<file path="src/rtl/ex_pkg.sv">
// ex_pkg: shared opcodes, selects and muldiv FSM states for the execute stage
package ex_pkg;
    localparam logic [3:0] ALU_ADD   = 4'd0;
    localparam logic [3:0] ALU_SUB   = 4'd1;
    localparam logic [3:0] ALU_SLL   = 4'd2;
    localparam logic [3:0] ALU_SLT   = 4'd3;
    localparam logic [3:0] ALU_SLTU  = 4'd4;
    localparam logic [3:0] ALU_XOR   = 4'd5;
    localparam logic [3:0] ALU_SRL   = 4'd6;
    localparam logic [3:0] ALU_SRA   = 4'd7;
    localparam logic [3:0] ALU_OR    = 4'd8;
    localparam logic [3:0] ALU_AND   = 4'd9;
    localparam logic [3:0] ALU_PASSB = 4'd10;

    localparam logic [2:0] MD_MUL    = 3'd0;
    localparam logic [2:0] MD_MULH   = 3'd1;
    localparam logic [2:0] MD_MULHSU = 3'd2;
    localparam logic [2:0] MD_MULHU  = 3'd3;
    localparam logic [2:0] MD_DIV    = 3'd4;
    localparam logic [2:0] MD_DIVU   = 3'd5;
    localparam logic [2:0] MD_REM    = 3'd6;
    localparam logic [2:0] MD_REMU   = 3'd7;

    localparam logic [2:0] BR_BEQ  = 3'd0;
    localparam logic [2:0] BR_BNE  = 3'd1;
    localparam logic [2:0] BR_BLT  = 3'd4;
    localparam logic [2:0] BR_BGE  = 3'd5;
    localparam logic [2:0] BR_BLTU = 3'd6;
    localparam logic [2:0] BR_BGEU = 3'd7;

    localparam logic [1:0] FWD_IDEX  = 2'd0;
    localparam logic [1:0] FWD_MEM   = 2'd1;
    localparam logic [1:0] FWD_WB    = 2'd2;
    localparam logic [1:0] FWD_IDEX2 = 2'd3;

    typedef enum logic [1:0] {MD_IDLE, MD_ACT_MUL, MD_ACT_DIV, MD_DONE} md_state_e;

    function automatic logic [31:0] cneg(input logic [31:0] v, input logic neg);
        return neg ? -v : v;
    endfunction
endpackage

</file>
<file path="src/rtl/ex_stage_muldiv_unit.sv">
// muldiv_unit: iterative RV32M multiply/divide with operand latching and special-case divides
module muldiv_unit
    import ex_pkg::*;
#(
    parameter int XLEN = 32,
    parameter int DIV_ITERS = 32
) (
    input  logic            clk,
    input  logic            rst,
    input  logic            start,
    input  logic [XLEN-1:0] a,
    input  logic [XLEN-1:0] b,
    input  logic [2:0]      op,
    output logic            busy,
    output logic            done,
    output logic [XLEN-1:0] result
);
    md_state_e state, state_nx;
    logic [XLEN-1:0] a_q, b_q, quo_q, rem_q, res_q;
    logic [2:0] op_q;
    logic [5:0] cnt;
    logic div_signed_in, special_in, neg_a, neg_b, last, ge, mul_sa, mul_sb;
    logic [XLEN-1:0] min_int, spec_res, dvs, quo_n, rem_n, div_res, mul_res;
    logic [XLEN:0] rem_sh, diff;
    logic [2*XLEN-1:0] ma, mb, prod;

    assign min_int = {1'b1, {(XLEN-1){1'b0}}};
    assign div_signed_in = !op[0];
    assign special_in = b == '0 || (div_signed_in && a == min_int && b == '1);
    assign spec_res = b == '0 ? (op[1] ? a : '1) : (op[1] ? '0 : min_int);

    // Sign-extending both factors to 64 bits makes one modular multiply cover all four variants
    assign mul_sa = op_q != MD_MULHU;
    assign mul_sb = op_q == MD_MUL || op_q == MD_MULH;
    assign ma = {{XLEN{mul_sa & a_q[XLEN-1]}}, a_q};
    assign mb = {{XLEN{mul_sb & b_q[XLEN-1]}}, b_q};
    assign prod = ma * mb;
    assign mul_res = op_q == MD_MUL ? prod[XLEN-1:0] : prod[2*XLEN-1:XLEN];

    // Restoring divide on magnitudes; the dividend shifts out of quo_q as quotient bits shift in
    assign neg_a = !op_q[0] && a_q[XLEN-1];
    assign neg_b = !op_q[0] && b_q[XLEN-1];
    assign dvs = cneg(b_q, neg_b);
    assign rem_sh = {rem_q, quo_q[XLEN-1]};
    assign diff = rem_sh - {1'b0, dvs};
    assign ge = !diff[XLEN];
    assign rem_n = ge ? diff[XLEN-1:0] : rem_sh[XLEN-1:0];
    assign quo_n = {quo_q[XLEN-2:0], ge};
    assign div_res = op_q[1] ? cneg(rem_n, neg_a) : cneg(quo_n, neg_a ^ neg_b);
    assign last = cnt == 6'(DIV_ITERS - 1);

    always_ff @(posedge clk or posedge rst) begin
        if (rst) state <= MD_IDLE;
        else state <= state_nx;
    end

    always_comb begin
        state_nx = state;
        case (state)
            MD_IDLE: if (start) state_nx = !op[2] ? MD_ACT_MUL : special_in ? MD_DONE : MD_ACT_DIV;
            MD_ACT_MUL: state_nx = MD_DONE;
            MD_ACT_DIV: state_nx = last ? MD_DONE : MD_ACT_DIV;
            default: state_nx = MD_IDLE;
        endcase
    end

    always_ff @(posedge clk or posedge rst) begin
        if (rst) begin
            a_q <= '0;
            b_q <= '0;
            op_q <= '0;
            quo_q <= '0;
            rem_q <= '0;
            res_q <= '0;
            cnt <= '0;
        end else begin
            if (state == MD_IDLE && start) begin
                a_q <= a;
                b_q <= b;
                op_q <= op;
                quo_q <= cneg(a, div_signed_in && a[XLEN-1]);
                rem_q <= '0;
                cnt <= '0;
                if (op[2] && special_in) res_q <= spec_res;
            end
            if (state == MD_ACT_MUL) res_q <= mul_res;
            if (state == MD_ACT_DIV) begin
                rem_q <= rem_n;
                quo_q <= quo_n;
                cnt <= cnt + 6'd1;
                if (last) res_q <= div_res;
            end
        end
    end

    assign done = state == MD_DONE;
    assign busy = start && !done;
    assign result = res_q;
endmodule

</file>
<file path="src/rtl/ex_stage.sv">
// ex_stage: operand forwarding, ALU, branch resolution, muldiv stall control and the EX/MEM register
module ex_stage
    import ex_pkg::*;
#(
    parameter int XLEN = 32,
    parameter int DIV_ITERS = 32
) (
    input  logic            clk,
    input  logic            rst,
    input  logic [XLEN-1:0] ex_pc,
    input  logic [XLEN-1:0] ex_rs1_val,
    input  logic [XLEN-1:0] ex_rs2_val,
    input  logic [XLEN-1:0] ex_imm,
    input  logic [4:0]      ex_rd,
    input  logic            ex_RW,
    input  logic            ex_MR,
    input  logic            ex_MW,
    input  logic            ex_branch,
    input  logic            ex_ALUsrc,
    input  logic            ex_is_muldiv,
    input  logic [3:0]      ex_alu_sel,
    input  logic [2:0]      ex_muldiv_op,
    input  logic [2:0]      ex_funct3,
    input  logic [1:0]      fwd_a_sel,
    input  logic [1:0]      fwd_b_sel,
    input  logic [XLEN-1:0] mem_fwd_val,
    input  logic [XLEN-1:0] wb_fwd_val,
    output logic            ex_stall,
    output logic            branch_taken,
    output logic [XLEN-1:0] branch_target,
    output logic [XLEN-1:0] mem_alu_result,
    output logic [XLEN-1:0] mem_store_val,
    output logic [4:0]      mem_rd,
    output logic [2:0]      mem_funct3,
    output logic            mem_RW,
    output logic            mem_MR,
    output logic            mem_MW
);
    logic [XLEN-1:0] op_a, op_b, store_val, alu_res, md_result;
    logic [4:0] shamt;
    logic md_busy, md_done, br_cond;

    assign op_a = fwd_a_sel == FWD_MEM ? mem_fwd_val : fwd_a_sel == FWD_WB ? wb_fwd_val : ex_rs1_val;
    assign store_val = fwd_b_sel == FWD_MEM ? mem_fwd_val : fwd_b_sel == FWD_WB ? wb_fwd_val : ex_rs2_val;
    assign op_b = ex_ALUsrc ? ex_imm : store_val;
    assign shamt = op_b[4:0];

    always_comb begin
        alu_res = '0;
        case (ex_alu_sel)
            ALU_ADD:   alu_res = op_a + op_b;
            ALU_SUB:   alu_res = op_a - op_b;
            ALU_SLL:   alu_res = op_a << shamt;
            ALU_SLT:   alu_res = {{(XLEN-1){1'b0}}, $signed(op_a) < $signed(op_b)};
            ALU_SLTU:  alu_res = {{(XLEN-1){1'b0}}, op_a < op_b};
            ALU_XOR:   alu_res = op_a ^ op_b;
            ALU_SRL:   alu_res = op_a >> shamt;
            ALU_SRA:   alu_res = $unsigned($signed(op_a) >>> shamt);
            ALU_OR:    alu_res = op_a | op_b;
            ALU_AND:   alu_res = op_a & op_b;
            ALU_PASSB: alu_res = op_b;
            default:   alu_res = '0;
        endcase
    end

    always_comb begin
        br_cond = 1'b0;
        case (ex_funct3)
            BR_BEQ:  br_cond = op_a == op_b;
            BR_BNE:  br_cond = op_a != op_b;
            BR_BLT:  br_cond = $signed(op_a) < $signed(op_b);
            BR_BGE:  br_cond = $signed(op_a) >= $signed(op_b);
            BR_BLTU: br_cond = op_a < op_b;
            BR_BGEU: br_cond = op_a >= op_b;
            default: br_cond = 1'b0;
        endcase
    end

    // A stalled instruction must not redirect fetch before it actually leaves EX
    assign branch_taken = ex_branch && br_cond && !ex_stall;
    assign branch_target = ex_pc + ex_imm;
    assign ex_stall = md_busy;

    muldiv_unit #(.XLEN(XLEN), .DIV_ITERS(DIV_ITERS)) u_muldiv (
        .clk(clk),
        .rst(rst),
        .start(ex_is_muldiv),
        .a(op_a),
        .b(op_b),
        .op(ex_muldiv_op),
        .busy(md_busy),
        .done(md_done),
        .result(md_result)
    );

    always_ff @(posedge clk or posedge rst) begin
        if (rst) begin
            mem_alu_result <= '0;
            mem_store_val <= '0;
            mem_rd <= '0;
            mem_funct3 <= '0;
            mem_RW <= 1'b0;
            mem_MR <= 1'b0;
            mem_MW <= 1'b0;
        end else if (ex_stall) begin
            mem_rd <= '0;
            mem_RW <= 1'b0;
            mem_MR <= 1'b0;
            mem_MW <= 1'b0;
        end else begin
            mem_alu_result <= ex_is_muldiv && md_done ? md_result : alu_res;
            mem_store_val <= store_val;
            mem_rd <= ex_rd;
            mem_funct3 <= ex_funct3;
            mem_RW <= ex_RW;
            mem_MR <= ex_MR;
            mem_MW <= ex_MW;
        end
    end
endmodule

</file>
<file path="config.mk">
export PLATFORM = sky130hd
export DESIGN_NAME = ex_stage
export DESIGN_NICKNAME = d
export VERILOG_FILES = /design/src/rtl/ex_pkg.sv /design/src/rtl/ex_stage_muldiv_unit.sv /design/src/rtl/ex_stage.sv
export SDC_FILE = /design/constraint.sdc
export NUM_CORES = 2
export LEC_CHECK = 0
export ABC_CLOCK_PERIOD_IN_PS = 24100
export CORE_MARGIN = 8
export CORE_UTILIZATION = 62
export DETAILED_ROUTE_END_ITERATION = 12
export PLACE_DENSITY_LB_ADDON = 0.1
export SLEW_MARGIN = 10
export SYNTH_ARGS = -nofsm -noshare
export SYNTH_HDL_FRONTEND = slang
export SYNTH_SLANG_ARGS = --single-unit
</file>
<file path="constraint.sdc">
create_clock -name clk -period 24.1 [get_ports clk]
set_input_delay 4.82 -clock clk [delete_from_list [all_inputs] [get_ports clk]]
set_output_delay 4.82 -clock clk [all_outputs]
set_load 0.005 [all_outputs]
</file>
==> results.md <==
- First-pass GRT wire length: 431000 um
- Crit path capture type: primary output
- Worst R2R End: u_muldiv.result[28]
- CP required: 19280 ps
- Launching point of the worst reg2reg path: u_muldiv.op_q[0]
- Crit path from: fwd_b_sel[0]
- Worst Setup EP: branch_taken
- I/O pins: 328
- 1st-iter DRT viols: 8315
- H-tree levels: 1
- R2R setup slack: 12290 ps
- Register area share after synthesis: 9.43%
- Crit Path Class: input port to primary output
- Final WL: around 300000 um
- Rel. slew slack: 5.06%
- Crit share post-route: 73.2%
- Post-synth top cells: inv_1 (1339), nand2_1 (1237), fa_1 (1129)
- CP max FO: 23
- Post-synthesis simple-gate area fraction: 16.7%
- Slew @ Worst Pin: 1410 ps
- Worst setup SP type: input port
- Initial DRT Pass Iterations: 13
- Share of Yosys cell area claimed by the top area cell type: 34.6%
- Skew-Pair Late Insertion Delay: 640 ps
- Crit-path slowest cell: a2111oi_2
- Overflow after GRT: 0
- Post-synthesis instance total: approximately 8000
- Pins over their slew limit: 0
- Via count: 63347
- Max Fclk: 0.0567 GHz
- Netlist Area Pre-Place: 0.0653 sq mm
- DP Wirelength: 234000 um
- Count of final setup violators: 0
- # rows: about 120
- Worst-path cell chain: clkdlybuf4s50_1, buf_4, nand2b_1, buf_4, o22a_1, o21ai_0, nor2_1, a21oi_1, ha_1, or3_1, nor4_1, o211a_1, o31ai_1, a31o_2, o31ai_1, a311o_1, a2111oi_2, nor2_1, nor4b_1, o2111a_1, clkdlybuf4s50_1
- RSZ-0062 raised after global routing: false
- Hold buffers post-CTS: 0
- Routability cong.: 1.18
- Compound-cell area share of the yosys netlist: between 10% and 20%
- Sum Neg Setup Slack: 0 ps
- Share of cells above drive strength 1: under 10%
- Ys Warns: 0
- # clock sinks: 246
- Status: complete, but fails checks
- Die height: 340 um
- Initial antenna violation count: 24
- Post-synthesis register bit count: approximately 250
- GRT Overall Usage: 50.1%
- CTS Root Cell: clkbuf_16
- Vias in the first global route: a little under 70000
- Worst hold margin: between 400 and 500 ps
- Cts repair resizes: 0
- Largest family of logic cells by synthesized area: adder cells
- Post-synthesis async set-or-reset flop share: 100%
- Layout area overhead: 8.27%
- Clk slew on worst S/H paths: around 70 ps
- Post-synth EDFFs: 0
- Main synth FF type: dfrtp_1
- Worst path max stage delay: 1060 ps
- Final number of hold-violating endpoints: 0
- Initial Utilization: 62.3%
- Area contributors post-synth: fa_1 (35%), dfrtp_1 (9.4%), inv_1 (7.7%), ha_1 (7.3%), nand2_1 (7.1%)
- Routed WL per cell: around 31 um
- Post-CTS repair timing setup buffer count: 0
- Largest net degree at the start of global routing: 94
- Count leader, synth: inv_1
- Worst reg-to-reg path cell count: 30
- Post-synthesis adder-cell area fraction: 41.9%
- Synth Area in XOR/XNOR: 3.14%
- Tmin final: roughly 18000 ps
- DRC violations left: 3
- Worst Hold Class: flop to flop
- Netlist cell types: 97
- Die width: 340 um
- Failing checks: DRC
- CTS buffer count: 31
- Number of buffers added on ports: 327
- CP arrival: 12820 ps
- Syn Nets: 9667
- Layout Nets: 9671
- Clk_skew: 19.9 ps
- CTS tree: done
- Mux cell area share after synthesis: 2.65%
- Max Cap Viol: 0
- Mean post-synth cell area: 8.22 sq um
- Post-synth top area cell: fa_1
- CTS Buffer Depth: 3
- DR vias/cell: 6.76
- Core area: 0.105 sq mm
- Die area: 0.116 sq mm
- Final antenna-violating net count: 0
[cell families after synthesis]
kind of cell / count (synthesis)
adders and majority gates: 1510
muxes: 168
DFF: 246
xor gates and xnor gates: 234
AOI/OAI and AO/OA: 1545
and+or+nand+nor: 2372
buffers and inverters: 1863
[metal layers]
layer	share of wire [%]	global-route usage (%)	vias up
met5	0.039	0	-
met4	12	46.3	18
met3	13	16.9	2011
met2	43	75.2	5437
met1	32	55.9	30385
li1	-	-	25496
[worst min path at each step]
stage / slack [ps] / from / end / cells after the start
floorplan: 460 / mem_funct3[0] / mem_funct3[0] / 2
global placement: 450 / mem_store_val[2] / mem_store_val[2] / 2
detailed placement: 460 / mem_funct3[2] / mem_funct3[2] / 2
CTS: 470 / mem_funct3[2] / mem_funct3[2] / 2
global route: 500 / mem_funct3[2] / mem_funct3[2] / 2
finish: 470 / mem_funct3[2] / mem_funct3[2] / 2
[cell type report]
type | count | area, sq um
Multi-Input combinational cell | 5829 | 52200
Fill cell | 7605 | 34200
Sequential cell | 246 | 6160
Inverter | 1352 | 5080
Timing Repair Buffer | 482 | 4430
Tap cell | 1391 | 1740
Clock buffer | 36 | 825
Clock inverter | 20 | 184
Antenna cell | 20 | 50.0
[sequential cells by signal, indices dropped and copies added, names as in the netlist, 2 cells and up]
| name | count |
|---|---|
| u_muldiv.a_q | 32 |
| u_muldiv.op_q | 3 |
| u_muldiv.quo_q | 32 |
| mem_funct3 | 3 |
| u_muldiv.result | 32 |
| mem_store_val | 32 |
| mem_alu_result | 32 |
| u_muldiv.cnt | 6 |
| u_muldiv.b_q | 32 |
| u_muldiv.rem_q | 32 |
| u_muldiv.state | 2 |
| mem_rd | 5 |
[placed cells by master, fill, tap and decap left out, types with 30 or more instances in the layout]
master / instances
inv_1: 1336
nand2_1: 1234
fa_1: 1129
a21oi_1: 405
o21ai_0: 381
ha_1: 379
nor2_1: 357
clkdlybuf4s50_1: 324
and2_1: 298
dfrtp_1: 246
buf_4: 154
xnor2_1: 151
mux2i_1: 137
nand3_1: 84
a211oi_1: 79
xor2_1: 77
nor3_1: 70
a21o_1: 66
o221ai_1: 60
o211ai_1: 51
a221oi_1: 47
nand2b_1: 45
a31oi_1: 45
o21a_1: 43
nand4_1: 42
nor4_1: 40
o22ai_1: 37
or3b_2: 35
nor2b_1: 34
o21bai_1: 33
o21ai_1: 32
o31ai_1: 31
clkbuf_16: 31
mux2_2: 30
[worst max-delay path, delay by kind of cell]
family	cells	cell delay, ps
AOI/OAI and AO/OA	10	4010
adders and majority gates	1	580
buffers and inverters	4	2050
and+or+nand+nor	6	1320
[per-stage QoR]
step / area (sq um) / cells / setup slack [ps] / util [%]
after floorplan: 65300 / 7938 / 9640 / -
after global placement: 69600 / 9300 / 6930 / 66.4
after detailed placement: 69600 / 9300 / 6880 / 66.4
after CTS: 70600 / 9356 / 6880 / 67.3
after global routing: 70600 / 9357 / 6330 / 67.4
final: 70700 / 9376 / 6460 / 67.4
Power is left out: the tool's default activity adds up to more than one toggle a clock period on the data nets, which glitch-free logic cannot reach.
